$ cat src/rtl/branch_cond_unit_if.sv
// Request/result channel between a branch issuer and branch_cond_unit.
// The issuer uses the master modport, the unit uses the slave modport.
interface branch_cond_if #(
  parameter int PC_W = 9
);
  logic            br_valid;
  logic            br_ready;
  logic [2:0]      cond;
  logic [PC_W-1:0] pc;
  logic [7:0]      imm8;
  logic            res_valid;
  logic            res_ready;
  logic            taken;
  logic [PC_W-1:0] next_pc;

  modport master (
    output br_valid, cond, pc, imm8, res_ready,
    input  br_ready, res_valid, taken, next_pc
  );

  modport slave (
    input  br_valid, cond, pc, imm8, res_ready,
    output br_ready, res_valid, taken, next_pc
  );
endinterface

$ cat src/rtl/branch_cond_unit.sv
// Branch condition unit: holds ALU status flags, resolves one branch at a time
// (IDLE -> EVAL -> DONE). Optional taken counter: define BRANCH_COND_STATS_EN.
module branch_cond_unit #(
  parameter int PC_W = 9
) (
  input  logic          clk,
  input  logic          reset_n,
  input  logic          loads,
  input  logic [2:0]    Z_in,
  output logic [2:0]    status,
  output logic [7:0]    taken_cnt,
  branch_cond_if.slave  bus
);

  typedef enum logic [1:0] {
    IDLE = 2'd0,
    EVAL = 2'd1,
    DONE = 2'd2
  } state_t;

  state_t          state;
  state_t          state_nxt;
  logic            accept;
  logic            br_ready_c;
  logic            res_valid_c;

  logic [2:0]      status_q;
  logic [2:0]      cond_q;
  logic [PC_W-1:0] pc_q;
  logic [7:0]      imm_q;
  logic            taken_q;
  logic [PC_W-1:0] next_pc_q;

  logic            flag_z;
  logic            flag_v;
  logic            flag_n;
  logic            cond_met;
  logic [PC_W-1:0] offset;
  logic [PC_W-1:0] seq_pc;
  logic [PC_W-1:0] target_pc;

  assign accept = bus.br_valid && br_ready_c;

  always_ff @(posedge clk or negedge reset_n) begin
    if (!reset_n) begin
      state <= IDLE;
    end else begin
      state <= state_nxt;
    end
  end

  always_comb begin
    state_nxt = state;
    case (state)
      IDLE:    if (accept) state_nxt = EVAL;
      EVAL:    state_nxt = DONE;
      DONE:    if (bus.res_ready) state_nxt = IDLE;
      default: state_nxt = IDLE;
    endcase
  end

  always_comb begin
    br_ready_c  = 1'b0;
    res_valid_c = 1'b0;
    case (state)
      IDLE:    br_ready_c  = 1'b1;
      DONE:    res_valid_c = 1'b1;
      default: ;
    endcase
  end

  // Flags load in every state; a held result is already latched, so it is unaffected.
  always_ff @(posedge clk or negedge reset_n) begin
    if (!reset_n) begin
      status_q <= 3'b000;
    end else if (loads) begin
      status_q <= Z_in;
    end
  end

  always_ff @(posedge clk or negedge reset_n) begin
    if (!reset_n) begin
      cond_q <= 3'b000;
      pc_q   <= '0;
      imm_q  <= 8'h00;
    end else if (accept) begin
      cond_q <= bus.cond;
      pc_q   <= bus.pc;
      imm_q  <= bus.imm8;
    end
  end

  assign flag_z = status_q[0];
  assign flag_v = status_q[1];
  assign flag_n = status_q[2];

  always_comb begin
    cond_met = 1'b0;
    case (cond_q)
      3'b000:  cond_met = 1'b1;
      3'b001:  cond_met = flag_z;
      3'b010:  cond_met = !flag_z;
      3'b011:  cond_met = flag_n ^ flag_v;
      3'b100:  cond_met = (flag_n ^ flag_v) | flag_z;
      default: cond_met = 1'b0;
    endcase
  end

  // Sign-extended offset; sums are PC_W wide so the target wraps naturally.
  assign offset    = PC_W'($signed(imm_q));
  assign seq_pc    = pc_q + PC_W'(1);
  assign target_pc = seq_pc + offset;

  always_ff @(posedge clk or negedge reset_n) begin
    if (!reset_n) begin
      taken_q   <= 1'b0;
      next_pc_q <= '0;
    end else if (state == EVAL) begin
      taken_q   <= cond_met;
      next_pc_q <= cond_met ? target_pc : seq_pc;
    end
  end

`ifdef BRANCH_COND_STATS_EN
  logic [7:0] cnt_q;

  always_ff @(posedge clk or negedge reset_n) begin
    if (!reset_n) begin
      cnt_q <= 8'h00;
    end else if ((state == EVAL) && cond_met && (cnt_q != 8'hFF)) begin
      cnt_q <= cnt_q + 8'd1;
    end
  end

  assign taken_cnt = cnt_q;
`else
  assign taken_cnt = 8'h00;
`endif

  assign status        = status_q;
  assign bus.br_ready  = br_ready_c;
  assign bus.res_valid = res_valid_c;
  assign bus.taken     = taken_q;
  assign bus.next_pc   = next_pc_q;

endmodule
$ cat src/flat_wrapper.sv
// flat-port wrapper written by rule: the top's interface ports become plain ports
module branch_cond_unit_flat 
#(
  parameter int PC_W = 9
)
  (clk, reset_n, loads, Z_in, status, taken_cnt, bus_br_valid, bus_cond, bus_pc, bus_imm8, bus_res_ready, bus_br_ready, bus_res_valid, bus_taken, bus_next_pc);
  branch_cond_if #(.PC_W(PC_W)) bus_i ();
  input  logic clk;
  input  logic reset_n;
  input  logic loads;
  input  logic [2:0] Z_in;
  output logic [2:0] status;
  output logic [7:0] taken_cnt;
  input wire logic [$bits(bus_i.br_valid)-1:0] bus_br_valid;
  input wire logic [$bits(bus_i.cond)-1:0] bus_cond;
  input wire logic [$bits(bus_i.pc)-1:0] bus_pc;
  input wire logic [$bits(bus_i.imm8)-1:0] bus_imm8;
  input wire logic [$bits(bus_i.res_ready)-1:0] bus_res_ready;
  output wire logic [$bits(bus_i.br_ready)-1:0] bus_br_ready;
  output wire logic [$bits(bus_i.res_valid)-1:0] bus_res_valid;
  output wire logic [$bits(bus_i.taken)-1:0] bus_taken;
  output wire logic [$bits(bus_i.next_pc)-1:0] bus_next_pc;
  assign bus_i.br_valid = bus_br_valid;
  assign bus_i.cond = bus_cond;
  assign bus_i.pc = bus_pc;
  assign bus_i.imm8 = bus_imm8;
  assign bus_i.res_ready = bus_res_ready;
  assign bus_br_ready = bus_i.br_ready;
  assign bus_res_valid = bus_i.res_valid;
  assign bus_taken = bus_i.taken;
  assign bus_next_pc = bus_i.next_pc;
  branch_cond_unit #(.PC_W(PC_W)) u_core (.clk(clk), .reset_n(reset_n), .loads(loads), .Z_in(Z_in), .status(status), .taken_cnt(taken_cnt), .bus(bus_i));
endmodule
$ cat config.mk
export PLATFORM = sky130hd
export DESIGN_NAME = branch_cond_unit_flat
export DESIGN_NICKNAME = d
export VERILOG_FILES = /design/src/rtl/branch_cond_unit_if.sv /design/src/rtl/branch_cond_unit.sv /design/src/flat_wrapper.sv
export SDC_FILE = /design/constraint.sdc
export NUM_CORES = 1
export LEC_CHECK = 0
export CAP_MARGIN = 20
export CORE_MARGIN = 3
export CORE_UTILIZATION = 30
export DETAILED_ROUTE_END_ITERATION = 8
export PLACE_DENSITY = 0.58
export SLEW_MARGIN = 25
export SYNTH_ARGS = -nofsm -noshare
export SYNTH_HDL_FRONTEND = slang
export SYNTH_SLANG_ARGS = --single-unit
$ cat constraint.sdc
create_clock -name clk -period 5.52 [get_ports clk]
set_input_delay 0.552 -clock clk [delete_from_list [all_inputs] [get_ports clk]]
set_output_delay 0.552 -clock clk [all_outputs]
set_load 0.005 [all_outputs]
==> impl_metrics.env <==
export IMPL_status="completed"
export IMPL_clk_pin_slew_worst_paths_ns=0.07
export IMPL_pin_count=51
export IMPL_synth_area_per_cell_um2=10.9
export IMPL_p_leak_nw=1.11
export IMPL_powerDensity_mw_per_mm2=623
export IMPL_rr_worst_depth=8
export IMPL_crit_arrival_ns=2.76
export IMPL_synth_main_ff_cell="dfrtp_1"
export IMPL_yosys_warnings=0
export IMPL_worstPathRequired_ns=5.69
export IMPL_gr_total_overflow=0
export IMPL_rr_startpoint="u_core.pc_q[0]"
export IMPL_crit_path_end_kind="register"
export IMPL_grt_pass1_vias=1460
export IMPL_rrSetupSlack_ns=2.93
export IMPL_core_mm2=0.00642
export IMPL_final_hold_viol_count=0
export IMPL_grt_pass1_wl_mm=6.93
export IMPL_startpoint="u_core.pc_q[0]"
export IMPL_wl_per_cell_um=13.3
export IMPL_ys_top_cells_by_area="dfrtp_1 (44%), mux2_2 (12%), ha_1 (6.2%), buf_4 (3.0%), a21o_1 (2.6%)"
export IMPL_crit_type="register to register"
export IMPL_syn_inst=185
export IMPL_cts_resized_gates=0
export IMPL_dr_pass1_iters=4
export IMPL_slew_violations=0
export IMPL_fin_setup_tns_ns=0
export IMPL_die_area_mm2=0.00773
export IMPL_fp_dieH_um=87.9
export IMPL_layout_min_cycle_time_ns=2.59
export IMPL_ctsHoldBuffers=0
export IMPL_worstSkewPairLatency_ns=0.28
export IMPL_vias_per_cell=4.85
export IMPL_layout_drive_gt1_share_pct=14.4
export IMPL_start_kind="register"
export IMPL_final_core_util_pct=40.2
export IMPL_syn_area_mm2=0.00201
export IMPL_post_place_cells=298
export IMPL_grt_total_usage_pct=11.7
export IMPL_cts_root_buf="clkbuf_8"
export IMPL_postCtsSetupRepairBufs=0
export IMPL_hpwl_mm=3.11
export IMPL_reg2reg_to="u_core.bus.next_pc[8]"
export IMPL_diodes=0
export IMPL_rsz0062_at_grt="false"
export IMPL_layout_cells_non_filler=306
export IMPL_cts_buffers=5
export IMPL_antenna_left=0
export IMPL_synth_top_area_cell="dfrtp_1"
export IMPL_synth_seq_cells=35
export IMPL_htreeDepth=2
export IMPL_max_slew_margin_pct=54.7
export IMPL_cts_tree="yes"
export IMPL_io_buffer_count=42
export IMPL_wirelength_mm=4.07
export IMPL_hold_depth=2
export IMPL_setup_viol=0
export IMPL_yosysTopAreaCellShare_pct=43.5
export IMPL_max_freq_mhz=386
export IMPL_vias=1485
export IMPL_die_w_um=87.9
export IMPL_num_rows=29
export IMPL_fin_crit_sh_pct=46.9
export IMPL_globalplace_congestion=0.797
export IMPL_worst_slew_pin_slew_ns=0.680
export IMPL_antenna_found_initial=0
export IMPL_syn2layout_area_growth_pct=28.1
export IMPL_route_detailed_drc=0
export IMPL_synth_cell_type_count=45
export IMPL_drt_iter0_markers=88
export IMPL_nNetsFinal=267
export IMPL_grt_max_degree=36
export IMPL_seq_area_frac_synth_pct=43.5
export IMPL_min_path_type="register to register"
export IMPL_cp_max_fo=5
export IMPL_clockBufferDepth=2
export IMPL_min_to="u_core.bus.next_pc[4]"
export IMPL_clock_skew_ns=0.00201
export IMPL_worstHoldStart="u_core.bus.next_pc[4]"
export IMPL_clock_sinks=35
export IMPL_initial_core_util_pct=31.3
export IMPL_ir_worst_vdd_mv=0.191
export IMPL_async_reset_ff_share_pct=100
export IMPL_drv_cap=0
export IMPL_synth_edf_count=0
-- registers in the layout, summed over array words and instances (netlist names) --
signal,cells
u_core.bus.next_pc,9
u_core.pc_q,9
u_core.state,2
u_core.bus.taken,1
u_core.imm_q,8
u_core.status,3
u_core.cond_q,3
-- worst max-delay path by stage --
stage	to	slack, ns	depth (start not counted)
floorplan	u_core.bus.next_pc[8]	3.05	8
global placement	u_core.bus.next_pc[8]	2.97	8
detailed placement	u_core.bus.next_pc[8]	2.95	8
CTS	u_core.bus.next_pc[8]	2.93	8
global route	u_core.bus.next_pc[8]	2.77	8
finish	u_core.bus.next_pc[8]	2.93	8
-- Yosys cell counts, types with 3 or more instances --
| master | instances |
|---|---|
| a21o_1 | 7 |
| o21ai_0 | 10 |
| inv_1 | 6 |
| nor3_1 | 7 |
| mux2_2 | 21 |
| a21oi_1 | 4 |
| nand3_1 | 5 |
| xnor2_1 | 5 |
| nand2_1 | 14 |
| buf_2 | 3 |
| dfrtp_1 | 35 |
| ha_1 | 10 |
| buf_4 | 8 |
| nand2b_1 | 3 |
| clkbuf_1 | 3 |
| xor2_1 | 5 |
| nor2_1 | 8 |
-- logic make-up after synthesis --
| logic type | count (synthesis) | synth area share (%) |
|---|---|---|
| adder cells (fa/ha/maj) | 11 | 7.21 |
| XOR/XNOR | 10 | 4.35 |
| buffers and inverters | 20 | 5.41 |
| other | 1 | 0.186 |
| AND/OR/NAND/NOR | 47 | 11.5 |
| AO/OA/AOI/OAI | 38 | 15.1 |
| flip-flops | 35 | 43.5 |
| multiplexers | 23 | 12.7 |
-- layout make-up --
type                            count  area [µm²]
Fill cell                         622        3840
Multi-Input combinational cell    137        1060
Sequential cell                    35         876
Timing Repair Buffer               43         428
Clock buffer                        8         100
Tap cell                           77        96.3
Inverter                            6        22.5
-- report_power, final --
group	internal, mW	switching (mW)
Combinational	0.477	0.447
Sequential	0.378	0.103
Clock	0.114	0.0889
Total	0.968	0.639
-- layer usage --
metal / vias to the layer above / track usage, % / wire [µm]
li1: 737 / - / -
met1: 696 / 15.9 / 2010
met2: 48 / 18.2 / 1790
met3: 4 / 3.01 / 232
met4: 0 / 3.77 / 31
met5: - / 0 / 0
-- worst max-delay path: stages, from the launching register on --
cell	delay, ns
dfrtp_1	0.42
ha_1	0.25
xor2_1	0.16
ha_1	0.33
nor2b_1	0.16
o31a_1	0.28
o2111a_1	0.27
o311a_1	0.35
a221o_1	0.25
-- cells in the final DEF (no fill, tap or decap), types with 7 or more instances in the layout --
cell type        count
clkdlybuf4s50_1     42
nor2_1               8
nor3_1               7
conb_1               8
clkbuf_8             7
dfrtp_1             35
ha_1                10
nand2_1             14
mux2_2              21
o21ai_0             10
a21o_1               7
-- through the flow --
stage	total power [mW]	cell area (µm²)	setup slack, ns	hold slack [ns]
after floorplan	1.15	2040	3.05	0.256
after global placement	1.40	2480	2.97	0.462
after detailed placement	1.40	2480	2.95	0.475
after CTS	1.62	2580	2.93	0.491
after global routing	1.76	2580	2.77	0.523
final	1.61	2580	2.93	0.492
(Power assumes the default switching activity.)
==> RTL edit 1 (same flow settings) <==
Add a define of `BRANCH_COND_STATS_EN`.
--- a/src/rtl/branch_cond_unit.sv
+++ b/src/rtl/branch_cond_unit.sv
@@ -1,5 +1,7 @@
 // Branch condition unit: holds ALU status flags, resolves one branch at a time
 // (IDLE -> EVAL -> DONE). Optional taken counter: define BRANCH_COND_STATS_EN.
+`define BRANCH_COND_STATS_EN
+
 module branch_cond_unit #(
   parameter int PC_W = 9
 ) (
Formal check against the unedited RTL: not equivalent (a bounded check fails within 4 cycles, from zero or initial values and one cycle with reset_n low).
==> RTL edit 1 against the original RTL <==
Critical path depth up 1. Setup slack improved by 40 ps. Routed wire length rose by 21%. Sequential share of layout area rose by 1.7 points. Design area up 17%. Sequential cell count up 8. Cell count grew 21%. Die area up 15%. Maximum frequency rose by 1.5%. Power up 12%. Synthesized area rose by 16%. Sequential power up 18%. First-iteration DRC count fell by 13%.
==> RTL edit 1: results (changes against the original RTL) <==
clock_tree_area_fraction_pct: 2.82  # was 3.88%
timing.critical_path.arrival_ps: 2740  # was 2760 ps
netlist_top_cells_count: "sky130_fd_sc_hd__dfrtp_1 (43), sky130_fd_sc_hd__mux2_2 (20), sky130_fd_sc_hd__nand2_1 (19), sky130_fd_sc_hd__o21ai_0 (14), sky130_fd_sc_hd__xor2_1 (13)"  # was sky130_fd_sc_hd__dfrtp_1 (35), sky130_fd_sc_hd__mux2_2 (21), sky130_fd_sc_hd__nand2_1 (14), sky130_fd_sc_hd__ha_1 (10), sky130_fd_sc_hd__o21ai_0 (10)
worstHoldPathType: "in2async"  # was reg2reg
place_hpwl_um: 3660  # was 3110 um
area.share.sequential_pct: 35.7  # was 34.0%
detail_route.wirelength_um: 4920  # was 4070 um
synth_compound_area_share_pct: 13.1  # was 15.1%
worst_setup_path_startpoint: "u_core.pc_q[2]$_DFFE_PN0P_"  # was u_core.pc_q[0]$_DFFE_PN0P_
rrSetupSlack_ps: 2970  # was 2930 ps
num-fill-cells: 721  # was 622
drt_iter0_drc: 77  # was 88
wire_length_of_the_first_global_routing_pass_um: 8160  # was 6930 um
grt_use_total_pct: 11.7  # about the same
multi_input_gates: 161  # was 137
status: "complete, no violations"  # unchanged
gp_congestion: 0.802  # was 0.797
buffer_ports.inserted: 50  # was 42
r2r_cells: 9  # was 8
r2r_end: "u_core.bus.next_pc[8]$_DFFE_PN0P_"  # was u_core.bus.next_pc[8]$_DFFE_PN0N_
clk_transition_reported_paths_ps: 90  # was 70 ps
via_count: 1782  # was 1485
cp-endpoint: "u_core.bus.next_pc[8]$_DFFE_PN0P_"  # was u_core.bus.next_pc[8]$_DFFE_PN0N_
synth.mux.area_fraction_pct: 11.0  # was 12.7%
hold-worst-slack_ps: 237  # was 492 ps
post_synth_xor_area_fraction_pct: 6.39  # was 4.35%
post_synth_fa_ha_maj_area_fraction_pct: 6.77  # was 7.21%
non_clock_inverter_count: 8  # was 6
final.clkbuf_count: 6  # was 8
post_route_cells_drive_above_1_share_pct: 11.1  # was 14.4%
comb_cell_power_mw: 1.04  # was 0.924 mW
number_of_distinct_library_cells_after_synthesis: 40  # was 45
clock_skews_ps: 9.52  # was 2.01 ps
signal_buffer_area_fraction_pct: 16.9  # was 16.6%
post_layout_nets: 310  # was 267
==> RTL edit 1: cell types whose count changed in the layout (fill, tap and decap cells not counted), sizes merged, moves of 5 or more <==
| cell | unedited run | this run |
|---|---|---|
| a31oi | 1 | 6 |
| clkdlybuf4s50 | 42 | 49 |
| conb | 8 | 0 |
| dfrtp | 35 | 43 |
| nand2 | 14 | 19 |
| xor2 | 5 | 13 |
==> RTL edit 1: layer usage <==
metal	GRT usage, %	part of all wire, %
met1	16.7	50
met2	17.4	44
met3	3.13	5.3
met4	3.25	0.59
met5	0	0
==> RTL edit 1: logic make-up after synthesis <==
logic type                 count (synthesis)
DFF                                       43
muxes                                     23
AOI/OAI and AO/OA                         44
and+or+nand+nor                           65
adders and majority gates                 12
buffers and inverters                     14
xor gates and xnor gates                  17
==> RTL edit 1: metrics by stage <==
| stage | power (mW) | utilization (%) | instance area, um^2 | setup WS [ps] | instances |
|---|---|---|---|---|---|
| after global routing | 1.97 | 40.7 | 3020 | 2770 | 370 |
| after CTS | 1.82 | 40.6 | 3000 | 2960 | 369 |
| after floorplan | 1.29 | - | 2330 | 3180 | 218 |
| after global placement | 1.59 | 39.4 | 2920 | 3080 | 361 |
| after detailed placement | 1.61 | 39.4 | 2920 | 2970 | 361 |
| final | 1.81 | 40.7 | 3020 | 2970 | 370 |
==> RTL edit 1: critical path: stages, from the launching register on <==
cell and delay (ps):
sky130_fd_sc_hd__dfrtp_1 430, sky130_fd_sc_hd__nand3_1 180, sky130_fd_sc_hd__nor3_1 250, sky130_fd_sc_hd__xor2_1 240, sky130_fd_sc_hd__ha_1 320, sky130_fd_sc_hd__a21o_1 220
sky130_fd_sc_hd__a22oi_1 180, sky130_fd_sc_hd__o31a_1 180, sky130_fd_sc_hd__a31oi_1 80, sky130_fd_sc_hd__or3b_1 360
==> RTL edit 2 (config.mk and constraints unchanged) <==
Without the edit above. Put one more register stage on the output `status`, without a reset. The value now appears one clock later. The other outputs are not delayed to match.
--- a/src/rtl/branch_cond_unit.sv
+++ b/src/rtl/branch_cond_unit.sv
@@ -137,7 +137,9 @@
   assign taken_cnt = 8'h00;
 `endif
 
-  assign status        = status_q;
+  always_ff @(posedge clk) begin
+    status <= status_q;
+  end
   assign bus.br_ready  = br_ready_c;
   assign bus.res_valid = res_valid_c;
   assign bus.taken     = taken_q;
Behaviour: not the same (Yosys sat finds a counterexample within 4 cycles, from zero or initial values and one cycle with reset_n low).
==> RTL edit 2 against the original RTL <==
Power is 9.6% higher. Sequential cell count is 3 higher. Count of clock-buffer cells in the layout is 2 lower. Synthesized area is 4.7% higher. Highest routed layer unchanged. Setup slack better by 100 ps. Via count is 3.9% higher. Design area is 6.1% higher. Routed wire length is 10% higher.
==> RTL edit 2: results (changes against the original RTL) <==
cp_slowest_cell: "sky130_fd_sc_hd__fa_1"  # was sky130_fd_sc_hd__dfrtp_1
area.share.sequential_pct: 34.2  # was 34.0%
globalRouteMet2Util_pct: 17.9  # was 18.2%
number_of_flip_flops_and_latches: 38  # was 35
floorplan.die_area_mm2: 0.00806  # was 0.00773 mm^2
pwr-share-clk_pct: 16.7  # was 12.6%
met3_wire_length_um: 219  # was 232 um
synth_seq_area_share_pct: 44.4  # was 43.5%
signal_buffer_area_fraction_pct: 15.6  # was 16.6%
num-fill-cells: 665  # was 622
multi_input_gates: 145  # was 137
status: "complete, no violations"  # unchanged
drt-met1-wl_um: 2150  # was 2010 um
post_layout_nets: 278  # was 267
synth_area_leaders: "sky130_fd_sc_hd__dfrtp_1 (42%), sky130_fd_sc_hd__mux2_2 (11%), sky130_fd_sc_hd__ha_1 (5.9%)"  # was sky130_fd_sc_hd__dfrtp_1 (44%), sky130_fd_sc_hd__mux2_2 (12%), sky130_fd_sc_hd__ha_1 (6.2%)
placement.setup.worst_slack_ps: 3050  # was 2950 ps
p_leak_nw: 1.14  # was 1.11 nW
final.clkbuf_count: 6  # was 8
placement.cell_area_mm2: 0.00259  # was 0.00248 mm^2
number_of_distinct_library_cells_after_synthesis: 49  # was 45
seq_power_mw: 0.505  # was 0.480 mW
post_route_cells_drive_above_1_share_pct: 14.6  # was 14.4%
crit_family: "adder cells"  # was compound AO/OA/AOI/OAI gates
via_count: 1543  # was 1485
layoutNonFillerInstCount: 333  # was 306
first_global_vias: 1552  # was 1460
route.met2.wl_um: 2040  # was 1790 um
met3_resource_use_gr_pct: 3.92  # was 3.01%
clock_tree_area_fraction_pct: 5.22  # was 3.88%
synthArstFlopShare_pct: 92.1  # was 100%
==> RTL edit 2: logic make-up after synthesis <==
logic type	synth area share (%)
other	0.178
AO/OA/AOI/OAI	14.8
buffers and inverters	5.17
multiplexers	11.7
XOR/XNOR	3.74
flip-flops	44.4
AND/OR/NAND/NOR	13.1
adder cells (fa/ha/maj)	6.89
==> RTL edit 2: final timing paths <==
check                                               start                                 to  slack [ps]
setup / recovery               u_core.pc_q[0]$_DFFE_PN0P_  u_core.bus.next_pc[8]$_DFFE_PN0N_        3030
min in group asynchronous                         reset_n        u_core.state[1]$_DFFE_PN0P_         680
setup reg to reg               u_core.pc_q[0]$_DFFE_PN0P_  u_core.bus.next_pc[8]$_DFFE_PN0N_        3030
hold reg to reg            u_core.status_q[1]$_DFFE_PN0P_           u_core.status[1]$_DFF_P_         420
max in group asynchronous                         reset_n         u_core.pc_q[7]$_DFFE_PN0P_        4540
hold / removal             u_core.status_q[1]$_DFFE_PN0P_           u_core.status[1]$_DFF_P_         420
